## config.mk

```make
export PLATFORM = sky130hd
export DESIGN_NAME = multicycle_control_unit
export DESIGN_NICKNAME = d
export VERILOG_FILES = /design/src/rtl/multicycle_control_unit.sv
export SDC_FILE = /design/constraint.sdc
export NUM_CORES = 1
export LEC_CHECK = 0
export ABC_AREA = 1
export ABC_CLOCK_PERIOD_IN_PS = 1590
export BUFFER_PORTS_ARGS = -buffer_cell sky130_fd_sc_hd__buf_2
export CAP_MARGIN = 20
export CORE_UTILIZATION = 45
export DETAILED_ROUTE_END_ITERATION = 6
export GPL_TIMING_DRIVEN = 0
export PLACE_DENSITY = 0.85
export RECOVER_POWER = 50
export SLEW_MARGIN = 40
export SYNTH_ARGS = -nofsm -noshare
export SYNTH_HDL_FRONTEND = slang
export SYNTH_SLANG_ARGS = --single-unit
```

## constraint.sdc

```tcl
create_clock -name clk -period 1.59 [get_ports clk]
set_input_delay 0.159 -clock clk [delete_from_list [all_inputs] [get_ports clk]]
set_output_delay 0.159 -clock clk [all_outputs]
set_load 0.02 [all_outputs]
```

## src/rtl/multicycle_control_unit.sv

```systemverilog
// Multi-cycle control unit: sequences FETCH/DECODE/EXEC/MEM/WB, evaluates ARM condition codes
// against an internal NZCV register and bounds memory waits with a timeout.
module multicycle_control_unit #(
    parameter int OPCODE_W = 6,
    parameter int ALUOP_W  = 4,
    parameter int MAX_WAIT = 15
) (
    input  logic                clk,
    input  logic                rst,
    input  logic [3:0]          condicion,
    input  logic [1:0]          operation,
    input  logic [OPCODE_W-1:0] opcodes,
    input  logic [3:0]          alu_flags,
    input  logic                mem_ready,
    output logic                ir_wr,
    output logic                pc_wr,
    output logic                selPC,
    output logic                regWr,
    output logic                selAddWr,
    output logic [ALUOP_W-1:0]  opALU,
    output logic                cin,
    output logic                selOperaB,
    output logic [1:0]          selDiWr,
    output logic                memWr,
    output logic                mem_req,
    output logic [3:0]          flags,
    output logic                bus_err
);

    localparam int CNT_W = (MAX_WAIT < 2) ? 1 : $clog2(MAX_WAIT + 1);

    typedef enum logic [2:0] {
        S_FETCH,
        S_DECODE,
        S_EXEC,
        S_MEM,
        S_WB
    } state_t;

    state_t             state_q, state_d;
    logic [3:0]         flags_q, flags_d;
    logic [CNT_W-1:0]   cnt_q, cnt_d;

    logic       imm_b, s_l, link, is_cmp, waiting, limit;
    logic [3:0] cmd;

    assign imm_b  = opcodes[5];
    assign cmd    = opcodes[4:1];
    assign s_l    = opcodes[0];
    assign link   = opcodes[4];
    assign is_cmp = (cmd[3:2] == 2'b10);

    // flags layout is {N, Z, C, V}
    function automatic logic cond_pass(input logic [3:0] c, input logic [3:0] f);
        logic n, z, cy, v;
        {n, z, cy, v} = f;
        case (c)
            4'b0000: cond_pass = z;
            4'b0001: cond_pass = !z;
            4'b0010: cond_pass = cy;
            4'b0011: cond_pass = !cy;
            4'b0100: cond_pass = n;
            4'b0101: cond_pass = !n;
            4'b0110: cond_pass = v;
            4'b0111: cond_pass = !v;
            4'b1000: cond_pass = cy && !z;
            4'b1001: cond_pass = !cy || z;
            4'b1010: cond_pass = (n == v);
            4'b1011: cond_pass = (n != v);
            4'b1100: cond_pass = !z && (n == v);
            4'b1101: cond_pass = z || (n != v);
            4'b1110: cond_pass = 1'b1;
            default: cond_pass = 1'b0;
        endcase
    endfunction

    assign waiting = ((state_q == S_FETCH) || (state_q == S_MEM)) && !mem_ready;
    assign limit   = (MAX_WAIT != 0) && (cnt_q == CNT_W'(MAX_WAIT));

    always_comb begin
        state_d   = state_q;
        flags_d   = flags_q;
        cnt_d     = cnt_q;
        ir_wr     = 1'b0;
        pc_wr     = 1'b0;
        selPC     = 1'b0;
        regWr     = 1'b0;
        selAddWr  = 1'b0;
        opALU     = '0;
        cin       = 1'b0;
        selOperaB = 1'b0;
        selDiWr   = 2'b00;
        memWr     = 1'b0;
        mem_req   = 1'b0;
        bus_err   = 1'b0;

        case (state_q)
            S_FETCH: begin
                mem_req = 1'b1;
                if (mem_ready) begin
                    ir_wr   = 1'b1;
                    pc_wr   = 1'b1;
                    state_d = S_DECODE;
                end else if (limit) begin
                    bus_err = 1'b1;
                    state_d = S_FETCH;
                end
            end
            S_DECODE: begin
                if (!cond_pass(condicion, flags_q) || (operation == 2'b11))
                    state_d = S_FETCH;
                else
                    state_d = S_EXEC;
            end
            S_EXEC: begin
                case (operation)
                    2'b00: begin
                        opALU     = ALUOP_W'(cmd);
                        cin       = (cmd == 4'b0010) || (cmd == 4'b0011) || (cmd == 4'b1010);
                        selOperaB = imm_b;
                        if (s_l || is_cmp)
                            flags_d = alu_flags;
                        state_d   = S_WB;
                    end
                    2'b01: begin
                        opALU     = ALUOP_W'(4'b0100);
                        selOperaB = 1'b1;
                        state_d   = S_MEM;
                    end
                    2'b10: begin
                        pc_wr = 1'b1;
                        selPC = 1'b1;
                        if (link) begin
                            regWr    = 1'b1;
                            selAddWr = 1'b1;
                            selDiWr  = 2'b10;
                        end
                        state_d = S_FETCH;
                    end
                    default: state_d = S_FETCH;
                endcase
            end
            S_MEM: begin
                mem_req   = 1'b1;
                memWr     = !s_l;
                opALU     = ALUOP_W'(4'b0100);
                selOperaB = 1'b1;
                if (mem_ready) begin
                    state_d = s_l ? S_WB : S_FETCH;
                end else if (limit) begin
                    bus_err = 1'b1;
                    memWr   = 1'b0;
                    state_d = S_FETCH;
                end
            end
            S_WB: begin
                if (operation == 2'b00) begin
                    regWr = !is_cmp;
                end else if (operation == 2'b01) begin
                    regWr   = 1'b1;
                    selDiWr = 2'b01;
                end
                state_d = S_FETCH;
            end
            default: state_d = S_FETCH;
        endcase

        // a timeout re-enters FETCH without a state change, so it clears the counter explicitly
        if ((state_d != state_q) || bus_err)
            cnt_d = '0;
        else if (waiting)
            cnt_d = cnt_q + CNT_W'(1);

        if (rst) begin
            ir_wr     = 1'b0;
            pc_wr     = 1'b0;
            selPC     = 1'b0;
            regWr     = 1'b0;
            selAddWr  = 1'b0;
            opALU     = '0;
            cin       = 1'b0;
            selOperaB = 1'b0;
            selDiWr   = 2'b00;
            memWr     = 1'b0;
            mem_req   = 1'b0;
            bus_err   = 1'b0;
        end
    end

    assign flags = rst ? 4'b0000 : flags_q;

    always_ff @(posedge clk) begin
        if (rst) begin
            state_q <= S_FETCH;
            flags_q <= 4'b0000;
            cnt_q   <= '0;
        end else begin
            state_q <= state_d;
            flags_q <= flags_d;
            cnt_q   <= cnt_d;
        end
    end

endmodule

```

# Word-level counts from Yosys, hierarchy flattened
# Index checks and enable logic that the tools add are counted.
# totals
ram_bits,0
latch_bits,0
input_bits,19
mem_bits_ro,0
reg_bits,11
mem_count,0
# op_classes
div,0
bitwise,0
mux,51
n_lt_le_gt_ge,0
shift,0
multipliers,0
n_reduce_logical,25
add_sub_neg,1
eq_ne,29
# op_table
op,n
"4-bit == test, second input constant",9
1-bit 2-to-1 mux,31
"4-bit by 2-bit == test with 1-bit output, second input constant",4
"4-bit by 3-bit == test with 1-bit output, second input constant",4
4-bit case mux with 2 select lines,2
1-bit case mux with 15 select lines,1
3-bit 2-to-1 mux,4
3-bit case mux with 4 select lines,1
1-bit zero test,8
1-bit logical OR,8
2-bit 2-to-1 mux,4
4-bit 2-to-1 mux,2
1-bit case mux with 2 select lines,4
"2-bit == test, second input constant",3
"3-bit by 2-bit == test with 1-bit output, second input constant",2
3-bit case mux with 2 select lines,1
"4-bit by 1-bit adder with 4-bit output, second input constant",1
"4-bit by 1-bit == test with 1-bit output, second input constant",1
4-bit zero test,1
2-bit case mux with 2 select lines,1
2-bit OR reduction,2
"3-bit by 1-bit == test with 1-bit output, second input constant",1
"3-bit == test, second input constant",1
1-bit logical AND,3
other kinds (7),7

# Longest topological paths before layout
# logic_depth
depth_word,11
mapped_depth,14

# Worst setup path before layout
# OpenSTA, ideal clock, no wires.
# synth_path
path_kind,register to output
startpoint,register state_q[0]
endpoint,output port cin
stages_incl_launch_ff,6
slack_ns,-0.367
required_time_ns,1.431
arrival_time_ns,1.798
cell_sequence,dfxtp_1 nor2_4 nand2_2 inv_2 nand3_1 a2111oi_0
# synth_between
elab_chain_len,3
# synth_rtl
element,line_no,text
start: declaration,40,"state_t state_q, state_d;"
start signal: assignment,198,state_q <= state_d;
3-bit by 2-bit == test with 1-bit output,97,case (state_q)
1-bit 2-to-1 mux,97,
1-bit 2-to-1 mux,174,if (rst) begin
end: declaration,21,"output logic cin,"
# Every way passes these cells.

# Worst setup path in the final report
# layout_path
startpoint,register state_q[2]
endpoint,output port regWr
# layout_between
elab_chain_len,3
word_cells_on_any_way,4
classes_between,2 x eq/ne; 2 x mux
# layout_rtl
element,line_no,text
3-bit == test or 3-bit by 2-bit == test with 1-bit output (tied branches),97,
1-bit case mux with 2 select lines (*),97,
1-bit 2-to-1 mux (*),174,
end: declaration,18,"output logic regWr,"
# Mark *: on every way between the ends. The rest lies on a longest branch, timed or not.

==> impl_summary.txt <==
----------------------------------------------------
[Outcome]
  Result of the run ... complete, no violations

[Yosys]
  Netlist Area Pre-Place ... 915 um2
  Seq/Total Area, Yosys ... about 24%
  Yosys top cell by area ... sky130_fd_sc_hd__dfxtp_1
  Share of the synthesized area in the top cell type ... 24.1%
  Most used flip-flop cell after synthesis ... sky130_fd_sc_hd__dfxtp_1
  Mapped Nets ... ~180
  Distinct cell type count after synthesis ... 28
  Ranking of synthesized cells by area ... sky130_fd_sc_hd__dfxtp_1, sky130_fd_sc_hd__nor2_1, sky130_fd_sc_hd__nand2_1
  Synthesis warning total ... 0
  Syn Inst Count ... ~160
  Register bit count reported by yosys ... 11
  Post-synth ARST share ... 0%
  Synthesized area per cell ... 5.75 um2
  Count of flip-flops with a built-in enable after synthesis ... 0

[STA]
  Unrepaired setup endpoints after global routing ... yes
  Endpoints failing hold ... 0
  Crit path time final ... between 1.5 and 2 ns
  Worst Skew ... between 0.002 and 0.0025 ns
  Share of the clock period used by the worst path ... between 90% and 100%
  Setup violators final ... 0
  Max Fclk ... around 640 MHz
  Worst relative slew slack ... 65.0%
  Number of pins with negative max-slew slack in the final report ... 0
  Slew of the pin with the lowest slew margin ... 0.522 ns

[Floorplan]
  Boundary pin count ... 39
  Die area ... around 2200 um2
  Number of rows created at floorplan ... 15
  Initial standard-cell utilization of the core ... between 50 and 60%
  Height of the die ... between 40 and 50 um
  Chip width ... 47.1 um
  Core area ... about 1800 um2

[Critical path]
  Worst Setup Path Type ... flop to output pin
  Cell seen most often among critical-path stages ... sky130_fd_sc_hd__nor2_4
  Delay contributed by the slowest stage of the critical path ... ~0.36 ns
  Required arrival time at the worst endpoint ... around 1.4 ns
  Setup crit start ... state_q[2]$_SDFF_PP0_
  Slowest CP cell ... sky130_fd_sc_hd__dfxtp_4
  Crit Reg-Reg Startpoint ... state_q[2]$_SDFF_PP0_
  Arrival time at the worst endpoint ... approximately 1.4 ns
  Worst-path cell chain ... nor2_4 -> nand2_2 -> inv_4 -> nand3_4 -> nor2_4 -> inv_2 -> o22ai_2 -> buf_6
  Critical Path End Type ... output pin
  Startpoint type of the worst setup path ... flop
  Largest driver fanout on the critical path ... 3

[Finish]
  Commonest non-fill, non-tap cell in the layout ... sky130_fd_sc_hd__buf_2
  Final Instance Area ... 1340 um2
  Layout overhead on the synthesized area ... 46.8%
  Count of placed standard cells in the final layout, fillers left out ... 231
  Antenna Diode Count ... 0
  Commonest cells after routing, fill and taps aside ... sky130_fd_sc_hd__buf_2, sky130_fd_sc_hd__nor2_1, sky130_fd_sc_hd__nand2_1, sky130_fd_sc_hd__inv_1
  NumNets Final ... ~230
  Layout cell share with drive strength beyond 1 ... between 30% and 40%

[Placement]
  Number of cells in the design after placement ... between 200 and 250
  IO Port Bufs ... 38
  Placed standard-cell area ... 1150 um2
  Placer's final routability congestion estimate ... 0.895
  Half-perimeter wire length after detailed placement ... approximately 2000 um

[Clock network]
  Insertion delay of the later-clocked pin in the worst-skew pair ... 0.26 ns
  Quantity of hold-fixing buffers added after cts ... 0
  CTS sink count ... 11
  Clock-pin slew on the worst setup and hold paths ... roughly 0.06 ns
  Clock buffer depth ... 2
  Number of buffers created by CTS ... 3
  CTS tree ... yes
  Clock root cell ... sky130_fd_sc_hd__clkbuf_4
  H-tree Lvls ... 1

[Global routing]
  Number of global-route vias before repair ... ~900
  Overflow after GRT ... 0
  Overall fraction of global-route tracks in use ... 22.8%
  Global-route wire length before repair ... 3530 um
  Initial antenna violation count ... 0
  Maximum number of pins on one net before global-route repair ... 11

[Route]
  Starting DRC count in detailed routing ... 33
  Routed wire per std cell ... approximately 11 um
  Via Count ... 1179
  Length of the first detailed-routing pass in iterations ... 5
  Vias per Instance ... between 5 and 6
  Residual DRC count ... 0
  Detailed Route WL ... 2580 um
  Antenna-violating nets left ... 0

[Run]
  Max-cap violations ... 0

[Worst hold path]
  Worst hold start ... alu_flags[1]
  Kind of path behind the tightest hold check ... input pin to flop

[Power and ir drop]
  Peak supply drop ... approximately 0.43 mV
  Pwr Density ... ~480 nW/um2
  Leak pwr ... roughly 0.67 nW

----------------------------------------------------
-- cells by family (layout without fill, tap and decap cells) --
logic type,after synthesis,in the layout,synth area share [%]
adder cells (fa/ha/maj),1,1,1.37
XOR/XNOR,3,3,2.87
AND/OR/NAND/NOR,92,92,44.2
flip-flops,11,11,24.1
AO/OA/AOI/OAI,24,24,15.3
buffers and inverters,27,74,11.1
multiplexers,1,1,1.09
-- area by class of cell --
cell class                      instances  area, um2
Multi-Input combinational cell        121        698
Fill cell                             162        478
Timing Repair Buffer                   43        251
Sequential cell                        11        231
Inverter                               26        100
Tap cell                               25       31.3
Clock buffer                            4       26.3
Buffer                                  1       3.75
-- repair_timing --
item,CTS,global route
endpoints found under the setup margin,5,10
buffers inserted,3,2
gates cloned,0,0
gates resized for setup,10,26
pin swaps,3,5
-- synth_stat cells (2+ instances only) --
| cell | number |
|---|---|
| sky130_fd_sc_hd__dfxtp_1 | 11 |
| sky130_fd_sc_hd__nand4_1 | 2 |
| sky130_fd_sc_hd__nand2_1 | 30 |
| sky130_fd_sc_hd__nand2_2 | 2 |
| sky130_fd_sc_hd__a21oi_1 | 7 |
| sky130_fd_sc_hd__nor3_1 | 3 |
| sky130_fd_sc_hd__o21ai_0 | 10 |
| sky130_fd_sc_hd__nor2_1 | 36 |
| sky130_fd_sc_hd__inv_1 | 24 |
| sky130_fd_sc_hd__nand3_1 | 14 |
| sky130_fd_sc_hd__inv_2 | 2 |
| sky130_fd_sc_hd__xnor2_1 | 2 |
-- per-layer routing --
layer  track usage (%)  share of wire (%)  vias up
met4              8.57               0.58        0
met2              41.7                 51       45
met3              2.31                4.8        4
li1                  -                  -      608
met1              27.3                 44      522
met5                 0                  0        -
-- power by group --
part,switching (mW),internal [mW]
Sequential,0.00978,0.281
Combinational,0.112,0.0664
Clock,0.0836,0.0969
Total,0.205,0.444
-- worst max-delay path, delay by kind of cell, from the launching register on --
family | cells | cell delay, ns
AOI/OAI and AO/OA | 1 | 0.10
buffers and inverters | 3 | 0.30
and+or+nand+nor | 4 | 0.38
DFF | 1 | 0.36
-- path summary, 6_finish.rpt --
kind | to | slack (ns) | depth (start not counted)
worst max-delay path | regWr | 0.02 | 8
worst min-delay path | flags_q[1]$_SDFFE_PP0P_ | 0.19 | 3
worst max register to register | cnt_q[0]$_SDFFE_PP0P_ | 0.12 | 12
worst min register to register | flags_q[0]$_SDFFE_PP0P_ | 0.52 | 2
-- through the flow --
step / worst slack, ns / total power, mW / utilization [%] / TNS (ns) / hold WS (ns)
3_3_place_gp: 0.165 / 0.448 / 63.2 / 0 / 0.437
2_1_floorplan: 0.0627 / 0.394 / - / 0 / 0.335
3_5_place_dp: 0.136 / 0.453 / 63.2 / 0 / 0.446
5_1_grt: -0.0638 / 0.696 / 73.7 / -0.335 / 0.169
4_1_cts: 0.00562 / 0.644 / 67.4 / 0 / 0.166
6_report: 0.0236 / 0.650 / 73.7 / 0 / 0.185
-- sequential cells by signal, indices dropped and copies added, names as in the netlist --
signal / count
cnt_q: 4
flags_q: 4
state_q: 3
No activity file was read; power rests on OpenSTA's default activity.
